<file path="src/rtl/prbs_link_test_ctrl_if.sv">
// Control/status bundle between the ILA/VIO side and the PRBS7 link-test sequencer.
// The master drives the run controls and the aligner status; the slave (sequencer) returns the link resets and the results.
interface prbs_link_test_ctrl_if;
  logic        start;
  logic        abort;
  logic        aligned;
  logic [5:0]  err_cnt;
  logic        tx_rst_n;
  logic        rx_rst_n;
  logic        prbs_dis;
  logic        busy;
  logic        done;
  logic        pass;
  logic        align_lost;
  logic [1:0]  retries;
  logic [31:0] err_total;
  logic [31:0] word_total;

  modport master (
    output start, abort, aligned, err_cnt,
    input  tx_rst_n, rx_rst_n, prbs_dis, busy, done, pass, align_lost,
           retries, err_total, word_total
  );

  modport slave (
    input  start, abort, aligned, err_cnt,
    output tx_rst_n, rx_rst_n, prbs_dis, busy, done, pass, align_lost,
           retries, err_total, word_total
  );
endinterface

</file>
<file path="src/rtl/prbs_link_test_ctrl.sv">
// Sequences one PRBS7 link-test run: generator reset, aligner reset with retries,
// then error accumulation over a fixed window of aligned words.
module prbs_link_test_ctrl #(
  parameter int unsigned TX_RST_CYC    = 16,
  parameter int unsigned RX_RST_CYC    = 16,
  parameter int unsigned ALIGN_TIMEOUT = 4096,
  parameter int unsigned WINDOW        = 1048576,
  parameter int unsigned MAX_RETRY     = 3,
  parameter int unsigned ERR_LIMIT     = 0
) (
  input  logic                      clk,
  input  logic                      reset,
  prbs_link_test_ctrl_if.slave      bus
);

  localparam int unsigned RST_CYC_MAX = (TX_RST_CYC > RX_RST_CYC) ? TX_RST_CYC : RX_RST_CYC;
  localparam int unsigned CNT_W       = $clog2(RST_CYC_MAX + 1);
  localparam int unsigned TMO_W       = $clog2(ALIGN_TIMEOUT + 1);

  typedef enum logic [2:0] {
    S_IDLE, S_TX_RST, S_RX_RST, S_WAIT_ALIGN, S_MEASURE, S_DONE, S_FAIL
  } state_t;

  state_t         state;
  logic [CNT_W-1:0] cnt;
  logic [TMO_W-1:0] tmo;
  logic [5:0]     last_err;
  logic           tx_rst_n_q, rx_rst_n_q, prbs_dis_q, busy_q, done_q, pass_q, align_lost_q;
  logic [1:0]     retries_q;
  logic [31:0]    err_total_q, word_total_q;

  // Per-word error delta; the mod-64 subtract absorbs err_cnt wrap.
  logic [5:0]  delta;
  logic [32:0] err_sum;
  logic [31:0] err_next, word_next;

  assign delta     = bus.err_cnt - last_err;
  assign err_sum   = {1'b0, err_total_q} + 33'(delta);
  assign err_next  = err_sum[32] ? 32'hFFFF_FFFF : err_sum[31:0];
  assign word_next = word_total_q + 32'd1;

  always_ff @(posedge clk or negedge reset) begin
    if (!reset) begin
      state        <= S_IDLE;
      cnt          <= '0;
      tmo          <= '0;
      last_err     <= '0;
      tx_rst_n_q   <= 1'b0;
      rx_rst_n_q   <= 1'b0;
      prbs_dis_q   <= 1'b1;
      busy_q       <= 1'b0;
      done_q       <= 1'b0;
      pass_q       <= 1'b0;
      align_lost_q <= 1'b0;
      retries_q    <= '0;
      err_total_q  <= '0;
      word_total_q <= '0;
    end else begin
      done_q <= 1'b0;
      if (bus.abort) begin
        state      <= S_IDLE;
        tx_rst_n_q <= 1'b1;
        rx_rst_n_q <= 1'b1;
        prbs_dis_q <= 1'b1;
        busy_q     <= 1'b0;
      end else begin
        unique case (state)
          S_IDLE, S_DONE, S_FAIL: begin
            tx_rst_n_q <= 1'b1;
            rx_rst_n_q <= 1'b1;
            prbs_dis_q <= 1'b1;
            if (bus.start) begin
              state        <= S_TX_RST;
              tx_rst_n_q   <= 1'b0;
              prbs_dis_q   <= 1'b0;
              busy_q       <= 1'b1;
              cnt          <= '0;
              retries_q    <= '0;
              pass_q       <= 1'b0;
              align_lost_q <= 1'b0;
              err_total_q  <= '0;
              word_total_q <= '0;
            end
          end
          S_TX_RST: begin
            if (cnt == CNT_W'(TX_RST_CYC - 1)) begin
              state      <= S_RX_RST;
              tx_rst_n_q <= 1'b1;
              rx_rst_n_q <= 1'b0;
              cnt        <= '0;
            end else begin
              cnt <= cnt + CNT_W'(1);
            end
          end
          S_RX_RST: begin
            if (cnt == CNT_W'(RX_RST_CYC - 1)) begin
              state      <= S_WAIT_ALIGN;
              rx_rst_n_q <= 1'b1;
              tmo        <= TMO_W'(ALIGN_TIMEOUT - 1);
            end else begin
              cnt <= cnt + CNT_W'(1);
            end
          end
          S_WAIT_ALIGN: begin
            if (bus.aligned) begin
              state    <= S_MEASURE;
              last_err <= bus.err_cnt;
            end else if (tmo == '0) begin
              if (retries_q < 2'(MAX_RETRY)) begin
                state      <= S_RX_RST;
                retries_q  <= retries_q + 2'd1;
                rx_rst_n_q <= 1'b0;
                cnt        <= '0;
              end else begin
                state      <= S_FAIL;
                busy_q     <= 1'b0;
                done_q     <= 1'b1;
                pass_q     <= 1'b0;
                prbs_dis_q <= 1'b1;
              end
            end else begin
              tmo <= tmo - TMO_W'(1);
            end
          end
          S_MEASURE: begin
            if (!bus.aligned) begin
              state        <= S_FAIL;
              align_lost_q <= 1'b1;
              busy_q       <= 1'b0;
              done_q       <= 1'b1;
              pass_q       <= 1'b0;
              prbs_dis_q   <= 1'b1;
            end else begin
              word_total_q <= word_next;
              err_total_q  <= err_next;
              last_err     <= bus.err_cnt;
              // Final word's delta is folded into the pass decision.
              if (word_next == 32'(WINDOW)) begin
                state      <= S_DONE;
                busy_q     <= 1'b0;
                done_q     <= 1'b1;
                pass_q     <= (err_next <= 32'(ERR_LIMIT));
                prbs_dis_q <= 1'b1;
              end
            end
          end
          default: state <= S_IDLE;
        endcase
      end
    end
  end

  assign bus.tx_rst_n   = tx_rst_n_q;
  assign bus.rx_rst_n   = rx_rst_n_q;
  assign bus.prbs_dis   = prbs_dis_q;
  assign bus.busy       = busy_q;
  assign bus.done       = done_q;
  assign bus.pass       = pass_q;
  assign bus.align_lost = align_lost_q;
  assign bus.retries    = retries_q;
  assign bus.err_total  = err_total_q;
  assign bus.word_total = word_total_q;

endmodule

</file>
<file path="src/flat_wrapper.sv">
// flat-port wrapper written by rule: the top's interface ports become plain ports
module prbs_link_test_ctrl_flat 
#(
  parameter int unsigned TX_RST_CYC    = 16,
  parameter int unsigned RX_RST_CYC    = 16,
  parameter int unsigned ALIGN_TIMEOUT = 4096,
  parameter int unsigned WINDOW        = 1048576,
  parameter int unsigned MAX_RETRY     = 3,
  parameter int unsigned ERR_LIMIT     = 0
)
  (clk, reset, bus_start, bus_abort, bus_aligned, bus_err_cnt, bus_tx_rst_n, bus_rx_rst_n, bus_prbs_dis, bus_busy, bus_done, bus_pass, bus_align_lost, bus_retries, bus_err_total, bus_word_total);
  prbs_link_test_ctrl_if bus_i ();
  input  logic clk;
  input  logic reset;
  input wire logic [$bits(bus_i.start)-1:0] bus_start;
  input wire logic [$bits(bus_i.abort)-1:0] bus_abort;
  input wire logic [$bits(bus_i.aligned)-1:0] bus_aligned;
  input wire logic [$bits(bus_i.err_cnt)-1:0] bus_err_cnt;
  output wire logic [$bits(bus_i.tx_rst_n)-1:0] bus_tx_rst_n;
  output wire logic [$bits(bus_i.rx_rst_n)-1:0] bus_rx_rst_n;
  output wire logic [$bits(bus_i.prbs_dis)-1:0] bus_prbs_dis;
  output wire logic [$bits(bus_i.busy)-1:0] bus_busy;
  output wire logic [$bits(bus_i.done)-1:0] bus_done;
  output wire logic [$bits(bus_i.pass)-1:0] bus_pass;
  output wire logic [$bits(bus_i.align_lost)-1:0] bus_align_lost;
  output wire logic [$bits(bus_i.retries)-1:0] bus_retries;
  output wire logic [$bits(bus_i.err_total)-1:0] bus_err_total;
  output wire logic [$bits(bus_i.word_total)-1:0] bus_word_total;
  assign bus_i.start = bus_start;
  assign bus_i.abort = bus_abort;
  assign bus_i.aligned = bus_aligned;
  assign bus_i.err_cnt = bus_err_cnt;
  assign bus_tx_rst_n = bus_i.tx_rst_n;
  assign bus_rx_rst_n = bus_i.rx_rst_n;
  assign bus_prbs_dis = bus_i.prbs_dis;
  assign bus_busy = bus_i.busy;
  assign bus_done = bus_i.done;
  assign bus_pass = bus_i.pass;
  assign bus_align_lost = bus_i.align_lost;
  assign bus_retries = bus_i.retries;
  assign bus_err_total = bus_i.err_total;
  assign bus_word_total = bus_i.word_total;
  prbs_link_test_ctrl #(.TX_RST_CYC(TX_RST_CYC), .RX_RST_CYC(RX_RST_CYC), .ALIGN_TIMEOUT(ALIGN_TIMEOUT), .WINDOW(WINDOW), .MAX_RETRY(MAX_RETRY), .ERR_LIMIT(ERR_LIMIT)) u_core (.clk(clk), .reset(reset), .bus(bus_i));
endmodule
</file>
<file path="config.mk">
export PLATFORM = sky130hd
export DESIGN_NAME = prbs_link_test_ctrl_flat
export DESIGN_NICKNAME = d
export VERILOG_FILES = /design/src/rtl/prbs_link_test_ctrl_if.sv /design/src/rtl/prbs_link_test_ctrl.sv /design/src/flat_wrapper.sv
export SDC_FILE = /design/constraint.sdc
export NUM_CORES = 1
export LEC_CHECK = 0
export CORE_MARGIN = 5
export CORE_UTILIZATION = 40
export DETAILED_ROUTE_END_ITERATION = 6
export GPL_TIMING_DRIVEN = 0
export PLACE_DENSITY_LB_ADDON = 0.1
export SYNTH_ARGS = -nofsm -noshare
export SYNTH_HDL_FRONTEND = slang
export SYNTH_SLANG_ARGS = --single-unit
</file>
<file path="constraint.sdc">
create_clock -name clk -period 9.7 [get_ports clk]
set_input_delay 0.97 -clock clk [delete_from_list [all_inputs] [get_ports clk]]
set_output_delay 0.97 -clock clk [all_outputs]
set_load 0.05 [all_outputs]
</file>
Yosys cells after proc, flatten, opt, wreduce, memory -nomap -nowiden --
Cells that the tools add are included.
Operators by class: add/subtract/negate cells 6, magnitude comparators 2, equality and inequality tests 28, multiplexer cells 70, bitwise operators 1, reduce and logical (&&, ||, !) cells 24
Operators with widths (number):
- 2-to-1 mux 32 bit | 4
- one-hot mux 32 bit (2 select lines) | 2
- 2-to-1 mux 13 bit | 3
- adder 32 x 6 -> 33 bit | 1
- adder 32 x 1 -> 32 bit (second input constant) | 1
- == test 32 x 21 -> 1 bit (second input constant) | 1
- less-or-equal comparator 32 x 1 -> 1 bit (second input constant) | 1
- 2-to-1 mux 1 bit | 31
- 2-to-1 mux 5 bit | 6
- 2-to-1 mux 3 bit | 9
- one-hot mux 13 bit (2 select lines) | 1
- one-hot mux 5 bit (4 select lines) | 1
- AND reduction 6 bit | 3
- inequality test 3 x 2 -> 1 bit (second input constant) | 5
- one-hot mux 3 bit (5 select lines) | 1
- AND reduction 5 bit | 3
- inequality test 2 bit (second input constant) | 7
- AND reduction 7 bit | 2
- zero test 13 bit | 1
- subtractor 13 x 1 -> 13 bit (second input constant) | 1
- == test 3 bit (second input constant) | 3
- inequality test 3 bit (second input constant) | 3
- one-hot mux 1 bit (3 select lines) | 3
- 2-to-1 mux 2 bit | 4
- 23 further kinds | 34
Storage, ports and cells: register bits after elaboration 100, input port bits 11, output and inout port bits 73

Longest topological paths before layout --
Gate-level depths: netlist of run 1.
depth after elaboration 7, mapped depth 18

Worst setup path after synthesis of run 1 --
OpenSTA, ideal clock, no wires.
path kind input to register, start in bus_err_cnt[0], end reg u_core.pass_q (netlist: u_core.bus.pass), library setup time 67 ps, arrival time 4022 ps, data required time 9633 ps, path slack 5611 ps, stages 17, cell sequence inv_1 ha_1 inv_1 fa_1 a21oi_1 nor2_1 nor2_1 xnor2_1 ha_1 o21ai_0 nor4_1 nor2_1 nor4_1 mux2_2 a2111o_1 nor4_1 mux2_1
On the way: word-level cells in the longest chain between the ends 7
Ends and longest elaborated chain:
- start: declaration | line flat_wrapper.sv:18 | input wire logic [$bits(bus_i.err_cnt)-1:0] bus_err_cnt;
- subtractor 6 bit | line prbs_link_test_ctrl.sv:37 | assign delta = bus.err_cnt - last_err;
- adder 32 x 6 -> 33 bit | line prbs_link_test_ctrl.sv:38 | assign err_sum = {1'b0, err_total_q} + 33'(delta);
- 2-to-1 mux 32 bit | line prbs_link_test_ctrl.sv:39 | assign err_next = err_sum[32] ? 32'hFFFF_FFFF : err_sum[31:0];
- less-or-equal comparator 32 x 1 -> 1 bit | line prbs_link_test_ctrl.sv:142 | pass_q <= (err_next <= 32'(ERR_LIMIT));
- 2-to-1 mux 1 bit | line prbs_link_test_ctrl.sv:138 | if (word_next == 32'(WINDOW)) begin
- 2-to-1 mux 1 bit | line prbs_link_test_ctrl.sv:126 | if (!bus.aligned) begin
- one-hot mux 1 bit (3 select lines) | line prbs_link_test_ctrl.sv:67 | unique case (state)
- end signal: assignment | line prbs_link_test_ctrl.sv:142
- end: declaration | line prbs_link_test_ctrl.sv:28 | logic tx_rst_n_q, rx_rst_n_q, prbs_dis_q, busy_q, done_q, pass_q, align_lost_q;
Every way passes these cells. The select of a mux whose other input is x is not followed. A chain may end at the register's enable or synchronous reset.

Worst setup path in the final report of run 1 --
Same ends and word-level chain as after synthesis.

==> results of run 1 <==
==> routing by layer <==
| layer | routed length (um) | GRT usage (%) |
|---|---|---|
| met5 | 0 | 0 |
| met4 | 733 | 8.70 |
| met3 | 1470 | 2.71 |
| met2 | 9770 | 33.2 |
| met1 | 10400 | 32.2 |
==> cells in the final DEF, fill, tap and decap left out, types with 20 or more instances in the layout <==
master	count
sky130_fd_sc_hd__and3_1	20
sky130_fd_sc_hd__nor4_1	20
sky130_fd_sc_hd__dfrtp_1	99
sky130_fd_sc_hd__clkdlybuf4s50_1	80
sky130_fd_sc_hd__nand4_1	26
sky130_fd_sc_hd__nor3_1	29
sky130_fd_sc_hd__inv_1	32
sky130_fd_sc_hd__o21ai_0	117
sky130_fd_sc_hd__a21oi_1	48
sky130_fd_sc_hd__nand3_1	32
sky130_fd_sc_hd__nor2_1	85
sky130_fd_sc_hd__xnor2_1	20
sky130_fd_sc_hd__clkbuf_1	45
sky130_fd_sc_hd__nand2_1	106
==> critical path: stages <==
cell                              delay, ns
sky130_fd_sc_hd__clkdlybuf4s50_1       0.45
sky130_fd_sc_hd__inv_1                 0.05
sky130_fd_sc_hd__ha_1                  0.18
sky130_fd_sc_hd__inv_1                 0.08
sky130_fd_sc_hd__fa_1                  0.45
sky130_fd_sc_hd__fa_1                  0.47
sky130_fd_sc_hd__a211oi_1              0.34
sky130_fd_sc_hd__nor4_1                0.13
sky130_fd_sc_hd__nor2_1                0.37
sky130_fd_sc_hd__clkbuf_1              0.43
sky130_fd_sc_hd__nor3_1                0.27
sky130_fd_sc_hd__nor3_1                0.38
sky130_fd_sc_hd__nand4_1               0.21
sky130_fd_sc_hd__nor4_1                0.40
sky130_fd_sc_hd__mux2_1                0.19
==> sequential cells by signal (all words and copies together) (netlist names) <==
name	cells
u_core.bus.err_total	32
u_core.bus.word_total	32
u_core.tmo	13
u_core.last_err	6
u_core.cnt	5
u_core.state	3
u_core.bus.retries	2
u_core.bus.align_lost	1
u_core.bus.busy	1
u_core.bus.done	1
u_core.bus.pass	1
u_core.bus.prbs_dis	1
u_core.bus.rx_rst_n	1
u_core.bus.tx_rst_n	1
==> worst max path at each step <==
| stage | from | slack [ns] | to | depth (start not counted) |
|---|---|---|---|---|
| CTS | bus_err_cnt[0] | 4.72 | u_core.bus.pass | 15 |
| floorplan | bus_err_cnt[0] | 5.61 | u_core.bus.pass | 17 |
| global placement | reset | 3.65 | u_core.cnt[3] | 1 |
| finish | bus_err_cnt[0] | 4.60 | u_core.bus.pass | 15 |
| global route | bus_err_cnt[1] | 4.37 | u_core.bus.pass | 17 |
| detailed placement | bus_err_cnt[0] | 4.40 | u_core.bus.pass | 15 |
==> synthesized netlist by cell type (7+ instances only) <==
library cell               instances
sky130_fd_sc_hd__nor4_1           20
sky130_fd_sc_hd__nand3_1          32
sky130_fd_sc_hd__clkbuf_1         43
sky130_fd_sc_hd__buf_2             7
sky130_fd_sc_hd__o21ai_0         117
sky130_fd_sc_hd__nand4_1          26
sky130_fd_sc_hd__and2_1           10
sky130_fd_sc_hd__nor3_1           29
sky130_fd_sc_hd__dfrtp_1          99
sky130_fd_sc_hd__mux2_2            8
sky130_fd_sc_hd__ha_1             17
sky130_fd_sc_hd__a211oi_1          8
sky130_fd_sc_hd__nor2_1           85
sky130_fd_sc_hd__a31oi_1          11
sky130_fd_sc_hd__nand2_1         106
sky130_fd_sc_hd__and4_1            9
sky130_fd_sc_hd__inv_1            32
sky130_fd_sc_hd__xnor2_1          20
sky130_fd_sc_hd__a21oi_1          48
sky130_fd_sc_hd__nor2b_1           7
sky130_fd_sc_hd__mux2i_1          11
sky130_fd_sc_hd__and3_1           20
sky130_fd_sc_hd__o31ai_1          13
==> cells by family after synthesis <==
| family | synth area share (%) |
|---|---|
| flip-flops | 35.4 |
| AO/OA/AOI/OAI | 22.2 |
| adder cells (fa/ha/maj) | 3.86 |
| XOR/XNOR | 3.10 |
| buffers and inverters | 4.66 |
| multiplexers | 3.15 |
| AND/OR/NAND/NOR | 27.6 |
==> area by class of cell <==
cell class | instances | area share, %
multi-input cells | 707 | 49.9
flip-flops and latches | 100 | 29.5
repair buffers | 82 | 9.85
well taps | 225 | 3.32
clock buffers | 13 | 3.07
plain buffers | 53 | 2.46
inverters | 32 | 1.42
clock inverters | 3 | 0.531
==> power groups by stage <==
stage / clock network [mW] / registers [mW] / logic [mW]
3_5_place_dp: 0 / 0.515 / 0.419
3_3_place_gp: 0 / 0.516 / 0.415
4_1_cts: 0.386 / 0.509 / 0.421
6_report: 0.376 / 0.508 / 0.421
5_1_grt: 0.402 / 0.515 / 0.469
2_1_floorplan: 0 / 0.539 / 0.271
==> out/qor.txt, run 1 <==
GRT
-----------------------------------------------------------------------------------------
First-pass GRT wire length                                                       35700 um
Pin count of the biggest net entering global routing                                   69
Gr usage total                                                                      22.0%
Via count of the first global-routing pass                                           6432
Number of antenna violations at the first check in global routing                       0
Global route overflow                                                                   0

POWER AND IR DROP
-----------------------------------------------------------------------------------------
Relative contribution of sequential cells to total power                            39.0%
Pleak                                                                             3.42 nW
Worst-case vdd ir drop                                                           0.125 mV
Sw Ratio                                                                            35.8%
Power after layout                                                                1.31 mW
Internal Power                                                                   0.837 mW
Clock group share of total power                                                    28.8%
PD cells                                                                      154 nW/um^2
Psw                                                                              0.468 mW
Logic pwr share                                                                     32.3%

FINAL LAYOUT
-----------------------------------------------------------------------------------------
Combined flip-flop and latch cell area                                         2500 sq um
Final standard cell utilization of the core                                         49.1%
Area of all placed cells without fillers                                       8490 sq um
Antenna Cells                                                                           0
Share of cells above drive strength 1                                               4.85%
Net count, final                                                                     1016
Area growth, synth to finish                                                        20.1%
Area occupied by multi-input gates                                             4230 sq um
Non-filler cells, final                                                              1215
Layout fillers                                                                       1715

DETAILED ROUTING
-----------------------------------------------------------------------------------------
Pre-Repair DR Iteration Count                                                           6
First DRT Iteration DRCs                                                              652
Vias after detailed routing                                                          7103
Sum of routed wire length over all layers                                        22400 um
Detail-routed via count per cell                                                     5.85
Count of antenna-violating nets left after detailed routing                             0
Detail-routed net length per standard cell                                        18.4 um
Count of unresolved DRC violations after routing                                        0

CRITICAL PATH
-----------------------------------------------------------------------------------------
Arrival @ worst endpoint                                                          5.39 ns
Critical register-to-register path endpoint                                  u_core.bus.pass
Number of cells traversed by the worst register-to-register path                       13
Critical path endpoint category                                                      flop
Internal reg-to-reg setup slack                                                   5.34 ns
Required time at the worst-slack endpoint                                         9.99 ns
Category of the critical setup timing path                                         in2reg
Top fanout value on the critical path                                                  10
Startpoint type of the worst setup path                                         input pin
Source of the worst register-to-register timing path                         u_core.last_err[0]

STA
-----------------------------------------------------------------------------------------
Count of final hold-check violations                                                    0
Number of max-slew violations in the final report                                       0
Setup violators final                                                                   0
Total negative slack for setup checks                                                0 ns
Worst hold slack                                                                 0.485 ns
Setup repair after global routing missed its margin                                    no
Worst slew pin tran                                                               1.03 ns
Final Critical Period                                                             5.10 ns
Share of the clock period used by the worst path                                    52.6%
Worst slew margin relative to its limit                                             30.5%
Post-layout worst setup margin                                                    4.60 ns
Highest clock rate                                                                196 MHz
Clock tree skew after final layout                                             0.00733 ns

CLOCK NETWORK
-----------------------------------------------------------------------------------------
Root buffer cell                                                             sky130_fd_sc_hd__clkbuf_16
CTS sink count                                                                        100
PostCTS Resize Cnt                                                                      0
Number of buffers inserted during clock tree synthesis                                  9
Number of buffers inserted by hold repair at cts                                        0
Worst-Skew Late Latency                                                           0.36 ns
Clock tree from TritonCTS                                                           built
Clock transition at the registers of the reported paths                           0.07 ns
Max H-tree Level                                                                        3
Number of buffers added for setup after CTS                                             0
Maximum clock insertion buffer count                                                    2

SYNTHESIS
-----------------------------------------------------------------------------------------
Register bit total from synthesis                                                     100
Predominant post-synthesis flop cell                                         sky130_fd_sc_hd__dfrtp_1
Area share of the largest cell type after synthesis                                 35.1%
Synthesized area                                                               7070 sq um
Avg Inst Size Synth                                                            7.92 sq um
Mapped Nets                                                                           923
Count of yosys warnings during synthesis                                                0
Sequential cell area fraction in the yosys report                                   35.4%
Proportion of register bits with asynchronous set or reset after synthesis           100%
Distinct cell type count after synthesis                                               69
Number of synthesized flops with an enable pin                                          0
Cell type contributing the most total cell area after synthesis              sky130_fd_sc_hd__dfrtp_1
Synthesized instance count                                                            892
Largest cells by area after synthesis                                        sky130_fd_sc_hd__dfrtp_1 (35%), sky130_fd_sc_hd__o21ai_0 (8.3%), sky130_fd_sc_hd__nand2_1 (5.6%)

PLACED DESIGN
-----------------------------------------------------------------------------------------
Number of placed instances with taps included                                        1199
Buffers added on ports                                                                 81
Final weighted congestion of routability-driven global placement                    0.983
Placed cell areas                                                              8180 sq um
Post-place setup slack                                                            4.40 ns
Sum of net half-perimeters after detailed placement                              16200 um

OUTCOME
-----------------------------------------------------------------------------------------
Run status                                                                   complete, no violations

DIE
-----------------------------------------------------------------------------------------
Floorplan die width                                                                143 um
Chip Height                                                                        143 um
Number of I/O pins                                                                     84
Core region area                                                              17300 sq um
Starting utilization of the core area                                               40.8%
Number of standard-cell rows in the floorplan                                          48
Die area                                                                      20400 sq um

HOLD PATH
-----------------------------------------------------------------------------------------
Worst hold path cell count                                                              1
Min-delay worst type                                                              reg2reg
Hold path startpoint                                                         u_core.tmo[12]
End of the worst hold path                                                   u_core.tmo[12]

RUN
-----------------------------------------------------------------------------------------
# Max-Cap Violations                                                                    0

Power figures use the tool's default switching activity.
==> run 2, diff against run 1 <==
==> constraint.sdc (replaced) <==
create_clock -name clk -period 4.78 [get_ports clk]
set_input_delay 0.478 -clock clk [delete_from_list [all_inputs] [get_ports clk]]
set_output_delay 0.478 -clock clk [all_outputs]
set_load 0.05 [all_outputs]
==> out/qor.txt, run 2 (synthesized netlist as in run 1, its figures left out) <==
OUTCOME
--------------------------------------------------------------------------------
Run status                                                          finished, violations left
Violations in the final reports                                              DRC

STA
--------------------------------------------------------------------------------
Setup repair after global routing missed its margin                           no
Worst slew pin tran                                                      1.02 ns
Worst slew margin relative to its limit                                    31.2%
Total negative slack for setup checks                                       0 ns
Share of the clock period used by the worst path                           95.2%
Highest clock rate                                                       220 MHz
Post-layout worst setup margin                                          0.228 ns
Count of final hold-check violations                                           0
Final Critical Period                                                    4.55 ns
Number of max-slew violations in the final report                              0
Setup violators final                                                          0
Worst hold slack                                                       0.0692 ns
Clock tree skew after final layout                                    0.00711 ns

DIE
--------------------------------------------------------------------------------
Starting utilization of the core area                                      40.8%
Number of standard-cell rows in the floorplan                                 48
Number of I/O pins                                                            84
Chip Height                                                               143 um
Floorplan die width                                                       143 um
Core region area                                                     17300 sq um
Die area                                                             20400 sq um

GRT
--------------------------------------------------------------------------------
Via count of the first global-routing pass                                  6432
First-pass GRT wire length                                              35700 um
Gr usage total                                                             22.0%
Pin count of the biggest net entering global routing                          69
Global route overflow                                                          0
Number of antenna violations at the first check in global routing              0

CLOCK NETWORK
--------------------------------------------------------------------------------
Clock tree from TritonCTS                                                  built
CTS sink count                                                               100
Max H-tree Level                                                               3
Number of buffers inserted during clock tree synthesis                         9
Maximum clock insertion buffer count                                           2
Clock transition at the registers of the reported paths                  0.07 ns
Worst-Skew Late Latency                                                  0.35 ns
Root buffer cell                                                    sky130_fd_sc_hd__clkbuf_16

PLACED DESIGN
--------------------------------------------------------------------------------
Post-place setup slack                                                -0.0313 ns
Final weighted congestion of routability-driven global placement           0.983
Sum of net half-perimeters after detailed placement                     16200 um
Placed cell areas                                                     8180 sq um
Buffers added on ports                                                        81

FINAL LAYOUT
--------------------------------------------------------------------------------
Layout fillers                                                              1714
Most common cell after layout, fill and taps aside                  sky130_fd_sc_hd__o21ai_0
Final standard cell utilization of the core                                49.1%
Area of all placed cells without fillers                              8490 sq um
Highest-count cells in the layout ignoring fill and taps            sky130_fd_sc_hd__o21ai_0 (117), sky130_fd_sc_hd__nand2_1 (106), sky130_fd_sc_hd__dfrtp_1 (99), sky130_fd_sc_hd__nor2_1 (85), sky130_fd_sc_hd__clkdlybuf4s50_1 (80)
Combined flip-flop and latch cell area                                2500 sq um
Area occupied by multi-input gates                                    4230 sq um
Net count, final                                                            1016
Antenna Cells                                                                  0
Share of cells above drive strength 1                                      4.95%
Area growth, synth to finish                                               20.2%

POWER AND IR DROP
--------------------------------------------------------------------------------
Pleak                                                                    3.42 nW
Worst-case vdd ir drop                                                  0.253 mV
PD cells                                                             312 nW/um^2

DETAILED ROUTING
--------------------------------------------------------------------------------
Vias after detailed routing                                                 7107
Detail-routed via count per cell                                            5.85
Pre-Repair DR Iteration Count                                                  7
Count of antenna-violating nets left after detailed routing                    0
Sum of routed wire length over all layers                               22400 um
Count of unresolved DRC violations after routing                               2
Detail-routed net length per standard cell                               18.4 um
First DRT Iteration DRCs                                                     648

CRITICAL PATH
--------------------------------------------------------------------------------
Category of the critical setup timing path                                in2reg
Critical path endpoint category                                             flop
Required time at the worst-slack endpoint                                5.01 ns
Startpoint type of the worst setup path                                input pin
Arrival @ worst endpoint                                                 4.78 ns
Top fanout value on the critical path                                         10

RUN
--------------------------------------------------------------------------------
# Max-Cap Violations                                                           0

HOLD PATH
--------------------------------------------------------------------------------
Min-delay worst type                                                    in2async

run 2: cell count changes in the layout (fill, tap and decap cells not counted):
cell / delta
sky130_fd_sc_hd__clkbuf_1: -1
sky130_fd_sc_hd__clkbuf_2: +1
run 2: layout make-up:
class                           count  share of cell area (%)
Buffer                             53                    2.48
Clock buffer                       13                    3.07
Clock inverter                      3                   0.531
Inverter                           32                    1.41
Multi-Input combinational cell    707                    49.9
Sequential cell                   100                    29.5
Tap cell                          225                    3.32
Timing Repair Buffer               82                    9.85
run 2: routing by layer:
| metal | wire (um) | share of wire (%) | up-vias | global-route usage, % |
|---|---|---|---|---|
| li1 | - | - | 3454 | - |
| met1 | 10500 | 47 | 3355 | 32.2 |
| met2 | 9830 | 44 | 251 | 33.2 |
| met3 | 1400 | 6.3 | 47 | 2.71 |
| met4 | 714 | 3.2 | 0 | 8.70 |
| met5 | 0 | 0 | - | 0 |
run 2: path summary, 6_finish.rpt:
kind	startpoint	endpoint	slack (ns)	cells past startpoint
setup reg to reg	u_core.last_err[1]	u_core.bus.pass	0.45	17
min in group clk	u_core.tmo[12]	u_core.tmo[12]	0.48	1
max in group asynchronous	reset	u_core.bus.prbs_dis	3.98	2
hold reg to reg	u_core.tmo[12]	u_core.tmo[12]	0.48	1
hold / removal	reset	u_core.bus.err_total[10]	0.07	1
setup / recovery	bus_err_cnt[0]	u_core.bus.pass	0.23	19
run 2: timing repair:
item	4_1_cts	5_1_grt
setup endpoints to repair	0	1
hold buffers	0	0
resized for setup	0	2
endpoints found under the hold margin	0	0
setup buffers	0	0
run 2: report_power, final:
part / switching (mW) / leakage, nW / internal (mW) / total (mW)
combinational: 0.541 / 1.93 / 0.314 / 0.854
sequential: 0.0819 / 1.35 / 0.950 / 1.03
clock: 0.326 / 0.142 / 0.435 / 0.762
total: 0.949 / 3.42 / 1.70 / 2.65
run 2: worst max-delay path: stages:
cell	delay (ns)
sky130_fd_sc_hd__clkdlybuf4s50_1	0.40
sky130_fd_sc_hd__inv_1	0.07
sky130_fd_sc_hd__ha_1	0.14
sky130_fd_sc_hd__inv_1	0.05
sky130_fd_sc_hd__fa_1	0.39
sky130_fd_sc_hd__a21oi_1	0.14
sky130_fd_sc_hd__nor2_1	0.06
sky130_fd_sc_hd__nor2_1	0.11
sky130_fd_sc_hd__xnor2_1	0.09
sky130_fd_sc_hd__ha_1	0.35
sky130_fd_sc_hd__o21ai_0	0.13
sky130_fd_sc_hd__nor4_1	0.35
sky130_fd_sc_hd__nor2_1	0.20
sky130_fd_sc_hd__clkbuf_2	0.24
sky130_fd_sc_hd__nor3_1	0.79
sky130_fd_sc_hd__nor3_1	0.22
sky130_fd_sc_hd__nand4_1	0.18
sky130_fd_sc_hd__nor4_1	0.09
sky130_fd_sc_hd__mux2_1	0.30
run 2: metrics by stage:
stage               total power [mW]  instances
finish                          2.65       1215
floorplan                       1.64        892
global route                    2.81       1215
CTS                             2.67       1215
global placement                1.89       1198
detailed placement              1.90       1199
